[config.mk]
export PLATFORM = sky130hd
export DESIGN_NAME = spi
export DESIGN_NICKNAME = d
export VERILOG_FILES = /design/src/rtl/spi_pkg.sv /design/src/rtl/spi_fsm.sv /design/src/rtl/spi.sv
export SDC_FILE = /design/constraint.sdc
export NUM_CORES = 1
export LEC_CHECK = 0
export ABC_AREA = 0
export CAP_MARGIN = 20
export CORE_ASPECT_RATIO = 0.9
export CORE_MARGIN = 8
export CORE_UTILIZATION = 55
export DETAILED_ROUTE_END_ITERATION = 7
export DONT_BUFFER_PORTS = 1
export MAX_ROUTING_LAYER = met4
export PLACE_DENSITY = 0.75
export SLEW_MARGIN = 30
export SYNTH_ARGS = -nofsm -noshare
export SYNTH_HDL_FRONTEND = slang
export SYNTH_SLANG_ARGS = --single-unit
[constraint.sdc]
create_clock -name clock_i -period 4.87 [get_ports clock_i]
set_input_delay 0.7305 -clock clock_i [delete_from_list [all_inputs] [get_ports clock_i]]
set_output_delay 0.7305 -clock clock_i [all_outputs]
set_load 0.05 [all_outputs]
[src/rtl/spi_pkg.sv]
// Shared state type and default sizing for the SPI command-then-read master.
package spi_pkg;

  typedef enum logic [2:0] {
    IDLE,
    TX,
    DELAY,
    RX,
    DONE
  } state_t;

  localparam int unsigned SclkHalfDefault    = 4;
  localparam int unsigned TxBitsDefault      = 8;
  localparam int unsigned RxBitsDefault      = 24;
  localparam int unsigned DelayCyclesDefault = 64;

endpackage

[src/rtl/spi_fsm.sv]
// Transaction sequencer: steps IDLE -> TX -> DELAY -> RX -> DONE on datapath strobes and
// produces the datapath controls plus registered chip-select and phase pulses.
module spi_fsm
  import spi_pkg::*;
(
  input  logic clock_i,
  input  logic reset_i,
  input  logic start_i,
  input  logic tx_bits_done_i,
  input  logic delay_last_i,
  input  logic rx_bits_done_i,
  output logic tx_load_o,
  output logic tx_en_o,
  output logic rx_en_o,
  output logic delay_en_o,
  output logic delay_clear_o,
  output logic cs_n_o,
  output logic start_o,
  output logic tx_done_o,
  output logic delay_done_o,
  output logic rx_done_o,
  output logic done_o
);

  state_t state;
  logic   cs_n_q;
  logic   start_q;
  logic   tx_done_q;
  logic   delay_done_q;
  logic   rx_done_q;
  logic   done_q;

  // Load happens on the accepting edge so MOSI carries the MSB from the first TX cycle.
  assign tx_load_o     = (state == IDLE) && start_i;
  assign tx_en_o       = (state == TX);
  assign rx_en_o       = (state == RX);
  assign delay_en_o    = (state == DELAY);
  assign delay_clear_o = (state != DELAY);

  always_ff @(posedge clock_i or posedge reset_i) begin
    if (reset_i) begin
      state        <= IDLE;
      cs_n_q       <= 1'b1;
      start_q      <= 1'b0;
      tx_done_q    <= 1'b0;
      delay_done_q <= 1'b0;
      rx_done_q    <= 1'b0;
      done_q       <= 1'b0;
    end else begin
      start_q      <= 1'b0;
      tx_done_q    <= 1'b0;
      delay_done_q <= 1'b0;
      rx_done_q    <= 1'b0;
      done_q       <= 1'b0;
      case (state)
        IDLE: begin
          cs_n_q <= 1'b1;
          if (start_i) begin
            state   <= TX;
            cs_n_q  <= 1'b0;
            start_q <= 1'b1;
          end
        end
        TX: begin
          if (tx_bits_done_i) begin
            state     <= DELAY;
            tx_done_q <= 1'b1;
          end
        end
        DELAY: begin
          if (delay_last_i) begin
            state        <= RX;
            delay_done_q <= 1'b1;
          end
        end
        RX: begin
          if (rx_bits_done_i) begin
            state     <= DONE;
            rx_done_q <= 1'b1;
            cs_n_q    <= 1'b1;
          end
        end
        DONE: begin
          state  <= IDLE;
          done_q <= 1'b1;
        end
        default: begin
          state  <= IDLE;
          cs_n_q <= 1'b1;
        end
      endcase
    end
  end

  assign cs_n_o       = cs_n_q;
  assign start_o      = start_q;
  assign tx_done_o    = tx_done_q;
  assign delay_done_o = delay_done_q;
  assign rx_done_o    = rx_done_q;
  assign done_o       = done_q;

endmodule

[src/rtl/spi.sv]
// SPI mode-0 master: sends a command byte, idles SCLK for a fixed delay, then reads a word.
// Holds the SCLK divider, shift registers and delay counter; sequencing lives in spi_fsm.
module spi
  import spi_pkg::*;
#(
  parameter int unsigned SCLK_HALF    = SclkHalfDefault,
  parameter int unsigned TX_BITS      = TxBitsDefault,
  parameter int unsigned RX_BITS      = RxBitsDefault,
  parameter int unsigned DELAY_CYCLES = DelayCyclesDefault
) (
  input  logic               clock_i,
  input  logic               reset_i,
  input  logic               start_i,
  input  logic [TX_BITS-1:0] tx_buffer_i,
  output logic [RX_BITS-1:0] rx_buffer_o,
  input  logic               MISO_i,
  output logic               MOSI_o,
  output logic               CS_o,
  output logic               SCLK_o,
  output logic               done_o,
  output logic               start_o,
  output logic               tx_done_o,
  output logic               delay_done_o,
  output logic               rx_done_o,
  input  logic               tx_en_i,
  input  logic               tx_load_i,
  input  logic               rx_en_i,
  input  logic               delay_en_i,
  input  logic               delay_clear_i
);

  localparam int unsigned PeriodLen = 2 * SCLK_HALF;
  localparam int unsigned MaxBits   = (TX_BITS > RX_BITS) ? TX_BITS : RX_BITS;
  localparam int unsigned CntW      = $clog2(PeriodLen);
  localparam int unsigned BitW      = $clog2(MaxBits + 1);
  localparam int unsigned DlyW      = $clog2(DELAY_CYCLES + 1);

  // Test-hook inputs are intentionally not used; the FSM owns these controls.
  logic unused_test_hooks;
  assign unused_test_hooks = ^{tx_en_i, tx_load_i, rx_en_i, delay_en_i, delay_clear_i};

  logic tx_load, tx_en, rx_en, delay_en, delay_clear;
  logic tx_bits_done, rx_bits_done, delay_last;
  logic shifting, period_end, sclk_rise;

  logic [CntW-1:0]    cnt_q, cnt_d;
  logic [BitW-1:0]    bit_q, bit_d;
  logic [DlyW-1:0]    dly_q, dly_d;
  logic [TX_BITS-1:0] tx_shift_q, tx_shift_d;
  logic [RX_BITS-1:0] rx_shift_q, rx_shift_d;
  logic [RX_BITS-1:0] rx_buf_q, rx_buf_d;
  logic               sclk_q, sclk_d;
  logic               mosi_q, mosi_d;
  logic               cs_n;

  assign shifting     = tx_en | rx_en;
  assign period_end   = shifting && (cnt_q == CntW'(PeriodLen - 1));
  assign sclk_rise    = shifting && (cnt_q == CntW'(SCLK_HALF - 1));
  assign tx_bits_done = tx_en && period_end && (bit_q == BitW'(TX_BITS - 1));
  assign rx_bits_done = rx_en && period_end && (bit_q == BitW'(RX_BITS - 1));
  assign delay_last   = delay_en && (dly_q == DlyW'(DELAY_CYCLES - 1));

  // Divider and bit counter; both rest at zero outside TX/RX so each phase starts SCLK-low.
  always_comb begin
    cnt_d = '0;
    bit_d = '0;
    if (shifting) begin
      if (period_end) begin
        cnt_d = '0;
        bit_d = (tx_bits_done || rx_bits_done) ? '0 : bit_q + 1'b1;
      end else begin
        cnt_d = cnt_q + 1'b1;
        bit_d = bit_q;
      end
    end
    sclk_d = shifting && (cnt_d >= CntW'(SCLK_HALF));
  end

  always_comb begin
    dly_d = dly_q;
    if (delay_clear) begin
      dly_d = '0;
    end else if (delay_en) begin
      dly_d = dly_q + 1'b1;
    end
  end

  // MOSI advances on the cycle SCLK falls and returns to 0 once the command is out.
  always_comb begin
    tx_shift_d = tx_shift_q;
    mosi_d     = 1'b0;
    if (tx_load) begin
      tx_shift_d = tx_buffer_i;
      mosi_d     = tx_buffer_i[TX_BITS-1];
    end else if (tx_en) begin
      if (period_end) begin
        tx_shift_d = tx_shift_q << 1;
      end
      if (!tx_bits_done) begin
        mosi_d = tx_shift_d[TX_BITS-1];
      end
    end
  end

  always_comb begin
    rx_shift_d = rx_shift_q;
    if (tx_load) begin
      rx_shift_d = '0;
    end else if (rx_en && sclk_rise) begin
      rx_shift_d = {rx_shift_q[RX_BITS-2:0], MISO_i};
    end
    rx_buf_d = rx_bits_done ? rx_shift_q : rx_buf_q;
  end

  always_ff @(posedge clock_i or posedge reset_i) begin
    if (reset_i) begin
      cnt_q      <= '0;
      bit_q      <= '0;
      dly_q      <= '0;
      tx_shift_q <= '0;
      rx_shift_q <= '0;
      rx_buf_q   <= '0;
      sclk_q     <= 1'b0;
      mosi_q     <= 1'b0;
    end else begin
      cnt_q      <= cnt_d;
      bit_q      <= bit_d;
      dly_q      <= dly_d;
      tx_shift_q <= tx_shift_d;
      rx_shift_q <= rx_shift_d;
      rx_buf_q   <= rx_buf_d;
      sclk_q     <= sclk_d;
      mosi_q     <= mosi_d;
    end
  end

  spi_fsm fsm (
    .clock_i        (clock_i),
    .reset_i        (reset_i),
    .start_i        (start_i),
    .tx_bits_done_i (tx_bits_done),
    .delay_last_i   (delay_last),
    .rx_bits_done_i (rx_bits_done),
    .tx_load_o      (tx_load),
    .tx_en_o        (tx_en),
    .rx_en_o        (rx_en),
    .delay_en_o     (delay_en),
    .delay_clear_o  (delay_clear),
    .cs_n_o         (cs_n),
    .start_o        (start_o),
    .tx_done_o      (tx_done_o),
    .delay_done_o   (delay_done_o),
    .rx_done_o      (rx_done_o),
    .done_o         (done_o)
  );

  assign rx_buffer_o = rx_buf_q;
  assign MOSI_o      = mosi_q;
  assign SCLK_o      = sclk_q;
  assign CS_o        = cs_n;

endmodule

==> results of run 1 <==
where the power goes:
group	leakage, nW	internal [mW]	switching [mW]
clock network	0.118	0.309	0.245
logic	0.498	0.00162	0.0128
registers	1.10	0.673	0.00220
worst paths after layout:
path,startpoint,end,cells past startpoint
hold reg to reg,cnt_q[0],cnt_q[0],1
setup reg to reg,cnt_q[2],rx_buffer_o[22],5
hold / removal,reset_i,rx_buffer_o[17],1
min in group clock_i,cnt_q[0],cnt_q[0],1
max in group asynchronous,reset_i,fsm.cs_n_o,2
setup / recovery,cnt_q[2],rx_buffer_o[22],5
routing by layer:
metal	global-route usage (%)	vias up	part of all wire, %
li1	-	922	-
met1	18.5	960	47
met2	18.5	50	44
met3	5.47	8	6.7
met4	6.13	0	1.7
met5	-	-	0
Yosys cell counts (2+ instances only):
master    number
nor3_1         4
mux2_1         6
buf_2          2
a21oi_1        8
nor2_1        14
a22oi_1        3
xor2_1         5
nand2b_1       5
mux2_4        17
nand2_1       14
a31oi_1        2
ha_1           5
dfrtp_1       80
o21ai_0        4
clkbuf_1       9
inv_1          8
a22o_1        24
and3b_1        2
buf_12         2
nand3_1        9
or3_1          5
o211ai_1       3
critical path, stage by stage (launching register included):
cell	delay, ns
dfrtp_1	0.66
ha_1	0.53
nand3_1	0.18
or4_4	0.61
clkinv_4	0.25
mux2_2	0.37
cell families after synthesis:
group	synth area share [%]
AO/OA/AOI/OAI	11.1
XOR/XNOR	1.56
adder cells (fa/ha/maj)	1.86
buffers and inverters	4.09
flip-flops	60.3
multiplexers	10.2
AND/OR/NAND/NOR	10.9
registers in the layout (all words and copies together) (netlist names), 3 cells and up:
| name | flops |
|---|---|
| rx_buffer_o | 24 |
| bit_q | 5 |
| tx_shift_q | 8 |
| cnt_q | 3 |
| dly_q | 7 |
| fsm.state | 3 |
| rx_shift_q | 24 |
area by class of cell:
| class | instances | area share, % |
|---|---|---|
| Multi-Input combinational cell | 153 | 33.3 |
| Timing Repair Buffer | 2 | 0.417 |
| Clock buffer | 10 | 3.82 |
| Inverter | 9 | 1.11 |
| Sequential cell | 81 | 56.3 |
| Clock inverter | 6 | 2.64 |
| Tap cell | 72 | 2.50 |
==> metrics.txt, run 1 <==
leak pwr roughly 1.7 nW; HP Class in2async; RSZ-0062 raised after global routing no; cts repair resizes 0; CTS max path bufs 2; Syn Nets 280; Setup Buffers After CTS 0; I/O Buffers 0; Final WS setup 2.13 ns; Fillers 469; Iter 0 DRT Violations 83; number of global-route vias before repair between 1500 and 2000; routability congestion estimate 0.820; Clk Tree Root Cell clkbuf_8; Finished Core Util roughly three fifths; total CTS buffers 9; r2r setup slk 2.13 ns; EDFF count, synth 0; Finished Layout Cells 333; die width roughly 98 microns; core area between 6000 and 7000 sq um; Post-Synthesis Cells 258; FF+latch area about 2000 sq um; Placed Cells 317; WHS 0.327 ns; largest net degree at the start of global routing 42; DR vias 1940; actual slew at the worst max-slew pin 0.941 ns; kind of critical path reg2reg; hold buffers post-CTS 0; ANT cells 0; commonest non-fill, non-tap cell in the layout dfrtp_1; H-tree levels 3; FMAX 0.365 GHz; sequential fraction of the synthesis area about three fifths; Ports between 40 and 50; DR WL/cell 17.2 microns; DP Area 3370 sq um; Congestion Overflow GR 0; Hold Fails Final Rpt 0; power per cell area around 350 nW/um^2; final setup fails 0; fin crit share 56.2%; Worst-Skew Late Latency 0.35 ns; via/cell ratio 5.83; ys flop type dfrtp_1; Slew Limit Fails 0; max-capacitance violation count 0; wirelength, routed 5.71 mm; initial antenna violation count 0; CTS tree done; Slew HR a little over a third; fraction of layout cells with a size suffix above 1 15.7%; Async SR Flop Fraction 100%; clk slew on worst S/H paths around 0.09 ns; unique cell type count in the Yosys netlist a little under 50; share of Yosys cell area claimed by the top area cell type 59.5%; die height roughly 90 microns; All-Layer GR Usage ~14%; Synth warnings 0; area leader, netlist dfrtp_1; Max VDD drop 0.000174 V; required time of the critical path 5.11 ns; Row Count 27; Synth-to-Final Area Change 7.14%; Setup TNS 0 ns; CP endpoint kind register; multi-input logic area 1200 sq um; total power 1.24 mW; commonest non-fill, non-tap cells in the layout dfrtp_1, a22o_1, mux2_4; first-pass GRT wire length 9.61 mm; Final HPWL DP 3.79 mm; final instance area 3600 sq um; CTS Sinks 81; drt drc 0; Syn Area/Cell between 10 and 15 sq um; Setup Skew just over 0.009 ns; Synth area leaders dfrtp_1, mux2_4, a22o_1, mux2_1, ha_1; Final #Nets 278; #FFs+latches synth around 80; First-pass DRT Iterations 7; die area 8880 sq um; status completed; initial core utilization 56.0%; worst-path fanout max 23; pre-CTS setup slack 2.13 ns; startpoint types register; Period minus WS final between 2 and 3 ns; post-synth design cell area 3360 sq um; worst path arrival time 2.98 ns; remaining antenna violation count after routing 0
(Power assumes the default switching activity.)
==> run 2: changes to the inputs <==
- PLACE_DENSITY: 0.75 -> 0.78
- clock period: 4.87 -> 2.3 ns (I/O delays scaled with it)
==> run 2 against run 1 <==
Effect of this change: power is 100% higher; combinational power rose by 150%; design area rose by 0.73%; clock power up 86%; critical path depth up 1; sequential power rose by 110%; final cell count up 1.5%; routed wire length increased by 4.8%; non-clock buffer count increased by 5; critical endpoint unchanged; largest cell class unchanged; largest power group unchanged; highest routed layer unchanged.
==> metrics.txt, run 2 (synthesis gave the netlist of run 1 again) <==
leak pwr 1.72 nW (+0.34%); Row Count 27 (unchanged); routability congestion estimate 0.789 (-3.8%); wirelength, routed 5.99 mm (+4.8%); Slew HR 47.4% (+11 points); commonest non-fill, non-tap cell in the layout dfrtp_1; initial antenna violation count 0 (unchanged); HP Class in2reg; CTS Sinks 81 (unchanged); core area 6010 sq um (unchanged); required time of the critical path 2.54 ns (-2.57 ns); DR WL met3 402 microns (+5.0%); drt drc 0 (unchanged); metal2 WL 2.81 mm (+11%); Net Sw Power 554 uW (+110%); largest net degree at the start of global routing 50 (+19%); power per cell area 688 nW/um^2 (+99%); Sw Share 22.2% (+1.3 points); All-Layer GR Usage 15.3% (+1.3 points); CTS max path bufs 2 (unchanged); FMAX 0.467 GHz (+28%); status completed; Setup Skew 0.00935 ns (+0.00000291 ns); DR vias 1970 (+1.5%); Sequential Power Share 57.3% (+3.0 points); fin crit share 93.1% (+37 points); Max VDD drop 0.000424 V (+140%); CP endpoint kind register; max layer used met4; Final HPWL DP 4.02 mm (+6.0%); worst-path fanout max 23 (unchanged); final setup fails 0 (unchanged); die area 8880 sq um (unchanged); H-tree levels 3 (unchanged); first-pass GRT wire length 10.6 mm (+10%); total CTS buffers 9 (unchanged); number of global-route vias before repair 2102 (+14%); clock share of power 41.3% (-3.3 points); Fillers 482 (+2.8%); via/cell ratio 5.83 (about the same); Synth-to-Final Area Change 7.92%; Finished Core Util 60.4% (+0.44 points); Final WS setup 0.158 ns (-1.97 ns); die width 98.4 microns (unchanged); remaining antenna violation count after routing 0 (unchanged); Period minus WS final 2.14 ns (-0.596 ns); Congestion Overflow GR 0 (unchanged); max-capacitance violation count 0 (unchanged); Placed Cells 321 (+1.3%); Finished Layout Cells 338 (+1.5%); initial core utilization 56.0% (unchanged); pre-CTS setup slack 0.110 ns (-2.02 ns); Hold Fails Final Rpt 0 (unchanged); Slew Limit Fails 0 (unchanged); Logic pwr share 1.4% (+0.2 points); ANT cells 0 (unchanged); First-pass DRT Iterations 4 (-3); RSZ-0062 raised after global routing no; actual slew at the worst max-slew pin 0.789 ns (-0.151 ns); Clk Tree Root Cell clkbuf_8; Setup TNS 0 ns (unchanged); Worst-Skew Late Latency 0.35 ns (about the same); worst path arrival time 2.38 ns (-0.60 ns); CTS tree done; Final #Nets 283 (+1.8%); kind of critical path reg2reg; commonest non-fill, non-tap cells in the layout dfrtp_1, a22o_1, mux2_4; clk slew on worst S/H paths 0.08 ns (about the same); startpoint types register; DR WL/cell 17.7 microns (+3.2%); I/O Buffers 0 (unchanged); M1 wire length 2.72 mm (+1.0%); P_int 1.94 mW (+98%); Iter 0 DRT Violations 103 (+24%); fraction of layout cells with a size suffix above 1 17.3% (+1.6 points); Ports 49 (unchanged); die height 90.2 microns (unchanged)
run 2: cell count changes in the layout (fill, tap and decap cells not counted), sizes merged:
cell         previous run  this run
buf                     2         6
inv                    10        11
dlygate4sd3             0         1
bufinv                  2         1
clkinvlp                0         3
clkinv                  3         1
clkbuf                 10         9
run 2: critical path: stages, from the launching register on:
cell	delay [ns]
dfrtp_1	0.35
ha_1	0.17
ha_1	0.17
nand3_1	0.13
or4_4	0.62
inv_8	0.22
mux2_2	0.37
run 2: repair_timing:
action / 4_1_cts / 5_1_grt
resized for setup: 0 / 1
hold buffers: 1 / 0
hold endpoints to repair: 31 / 0
setup endpoints to repair: 0 / 1
setup buffers: 0 / 0
run 2: worst paths after layout:
check	end	cells after the start	start	slack, ns
min	tx_shift_q[0]	2	tx_buffer_i[0]	0.10
max reg2reg	rx_buffer_o[22]	6	cnt_q[0]	0.16
min in group asynchronous	tx_shift_q[1]	2	reset_i	0.59
max in group asynchronous	rx_buffer_o[3]	3	reset_i	1.05
min reg2reg	cnt_q[0]	1	cnt_q[0]	0.45
max	rx_buffer_o[22]	6	cnt_q[0]	0.16
run 2: metrics by stage:
stage	area [sq um]	hold WS [ns]	power, mW
5_1_grt	3630	0.0971	2.59
2_1_floorplan	3370	0.419	1.48
3_5_place_dp	3420	0.371	1.50
6_report	3630	0.103	2.50
3_3_place_gp	3420	0.364	1.49
4_1_cts	3630	0.0861	2.53
run 2: metal layers:
layer  up-vias  global-route usage (%)
met5         -                       -
met4         0                    4.60
met3         5                    6.47
met2        47                    22.6
met1       991                    18.6
li1        927                       -
run 2: power groups by stage:
stage          combinational, mW  sequential, mW  clock [mW]
6_report                  0.0359            1.43        1.03
3_5_place_dp              0.0365            1.46           0
4_1_cts                   0.0384            1.43        1.07
5_1_grt                   0.0427            1.43        1.12
3_3_place_gp              0.0356            1.46           0
2_1_floorplan             0.0243            1.46           0
run 2: cell type report:
cell class	count	area, sq um	area share (%)
tap	72	90.1	2.48
clock inverter	7	76.3	2.10
sequential	81	2030	55.9
inverter	9	45.0	1.24
timing repair buffer	7	67.6	1.86
clock buffer	9	124	3.41
multi-input combinational	153	1200	33.0
==> run 3: changes to the inputs <==
- CORE_UTILIZATION: 55 -> 30
- PLACE_DENSITY: 0.78 -> 0.5
==> run 3 against run 2 <==
Effect of this change: non-clock buffer count rose by 2; design area up 7.3%; clock skew is 0.0025 ns lower; utilization down 25 points; sequential power barely moved; sequential share of layout area decreased by 3.8 points; clock power is 58% higher; die area increased by 67%; count of clock-buffer cells in the layout is 1 higher; worst setup slack improved by 0.026 ns; global-route usage down 5.7 points; combinational power increased by 7.0%; largest cell class unchanged.
==> metrics.txt, run 3 (synthesis gave the netlist of run 1 again) <==
Clk Tree Root Cell clkbuf_16; Setup Buffers After CTS 0 (unchanged); largest net degree at the start of global routing 41 (-18%); fin crit share 92.0% (-1.2 points); worst path arrival time 2.33 ns (-0.05 ns); Slew Limit Fails 0 (unchanged); core area 10900 sq um (+81%); Setup Skew 0.00681 ns (-0.00254 ns); worst-path fanout max 23 (unchanged); startpoint types register; Iter 0 DRT Violations 103 (unchanged); Max VDD drop 0.000382 V (-9.9%); kind of critical path reg2reg; final setup fails 0 (unchanged); DR WL/cell 15.2 microns (-14%); Worst-Skew Late Latency 0.33 ns (-0.02 ns); wirelength, routed 6.39 mm (+6.7%); Final HPWL DP 4.29 mm (+6.8%); ANT cells 0 (unchanged); worst hold path endpoint tx_shift_q[0]; total CTS buffers 9 (unchanged); first-pass GRT wire length 10.9 mm (+2.4%); die area 14900 sq um (+67%); H-tree levels 3 (unchanged); number of global-route vias before repair 1983 (-5.7%); CTS Sinks 81 (unchanged); CP endpoint kind register; FMAX 0.473 GHz (+1.3%); drt drc 0 (unchanged); initial core utilization 30.9% (-25 points); CTS max path bufs 2 (unchanged); Row Count 36 (+33%); via/cell ratio 4.63 (-21%); pre-CTS setup slack 0.0929 ns (-0.0168 ns); FF-to-FF End rx_buffer_o[22]; Min-Delay Path Depth 2 (unchanged); Synth-to-Final Area Change 15.8%; commonest non-fill, non-tap cells in the layout dfrtp_1, a22o_1, mux2_4; routability congestion estimate 0.706 (-11%); Setup TNS 0 ns (unchanged); remaining antenna violation count after routing 0 (unchanged); clk slew on worst S/H paths 0.06 ns (-0.02 ns); I/O Buffers 0 (unchanged); RSZ-0062 raised after global routing no; die width 128 microns (+30%); max-capacitance violation count 0 (unchanged); DR vias 1946 (-1.2%); Hold Fails Final Rpt 0 (unchanged); fraction of layout cells with a size suffix above 1 17.5% (+0.24 points); leak pwr 1.80 nW (+4.7%); R2R cell count 6 (unchanged); commonest non-fill, non-tap cell in the layout dfrtp_1; required time of the critical path 2.51 ns (-0.03 ns); hold wc startpoint tx_buffer_i[0]; First-pass DRT Iterations 4 (unchanged); power per cell area 795 nW/um^2 (+16%); r2r setup slk 0.18 ns (+0.03 ns); All-Layer GR Usage 9.56% (-5.7 points); Slew HR 48.3% (+0.94 points); Period minus WS final 2.12 ns (-0.0265 ns); Final WS setup 0.184 ns (+0.0265 ns); Ports 49 (unchanged); r2r startpoint cnt_q[0]; Final #Nets 285 (+0.71%); actual slew at the worst max-slew pin 0.775 ns (-0.0141 ns); CTS tree done; die height 116 microns (+29%); status completed; HP Class in2reg; initial antenna violation count 0 (unchanged); Congestion Overflow GR 0 (unchanged)
-- run 3: cell types whose count changed in the layout (fill, tap and decap cells not counted), sizes merged --
cell | previous run | this run
clkbuf | 9 | 10
inv | 11 | 7
clkinvlp | 3 | 1
bufinv | 1 | 3
buf | 6 | 8
clkinv | 1 | 4
-- run 3: where the power goes --
group,internal (mW),total (mW),switching [mW]
sequential,1.43,1.43,0.00475
combinational,0.00827,0.0384,0.0301
clock,1.07,1.63,0.561
-- run 3: layout make-up --
cell class                      instances  area, sq um
Tap cell                              152          190
Inverter                                9         50.0
Fill cell                            1077         7000
Clock inverter                          6          116
Multi-Input combinational cell        153         1200
Clock buffer                           10          229
Timing Repair Buffer                    9         82.6
Sequential cell                        81         2030
-- run 3: routing by layer --
metal / vias up / part of all wire (%) / track usage [%]
li1: 933 / - / -
met1: 973 / 51 / 12.9
met2: 35 / 42 / 12.6
met3: 5 / 6.0 / 3.97
met4: 0 / 0.89 / 2.85
met5: - / 0 / -
-- run 3: stage by stage --
stage               area [sq um]  utilization, %  cells  hold WS, ns  power [mW]
floorplan                   3370               -    258        0.419        1.48
global placement            3530            32.4    403        0.245        1.50
detailed placement          3530            32.4    403        0.243        1.50
CTS                         3890            35.7    420        0.115        3.15
global route                3900            35.7    420        0.111        3.22
finish                      3900            35.7    420        0.128        3.10
-- run 3: how the worst max path moves through the flow --
stage / endpoint / start / slack, ns
after floorplan: rx_buffer_o[3] / cnt_q[2] / 0.13
after global placement: rx_buffer_o[22] / cnt_q[0] / 0.12
after detailed placement: rx_buffer_o[22] / cnt_q[0] / 0.09
after CTS: rx_buffer_o[22] / cnt_q[0] / 0.08
after global routing: rx_buffer_o[22] / cnt_q[0] / 0.04
final: rx_buffer_o[22] / cnt_q[0] / 0.18
-- run 3: timing repair --
action	in CTS	in global routing
endpoints found under the setup margin	0	6
hold buffers	1	0
gates resized for setup	0	2
endpoints found under the hold margin	16	0
-- run 3: critical path, stage by stage, from the launching register on --
cell and delay, ns:
dfrtp_1 0.34, ha_1 0.18, ha_1 0.19, nand3_1 0.13
or4_4 0.63, clkinv_8 0.18, mux2_2 0.35
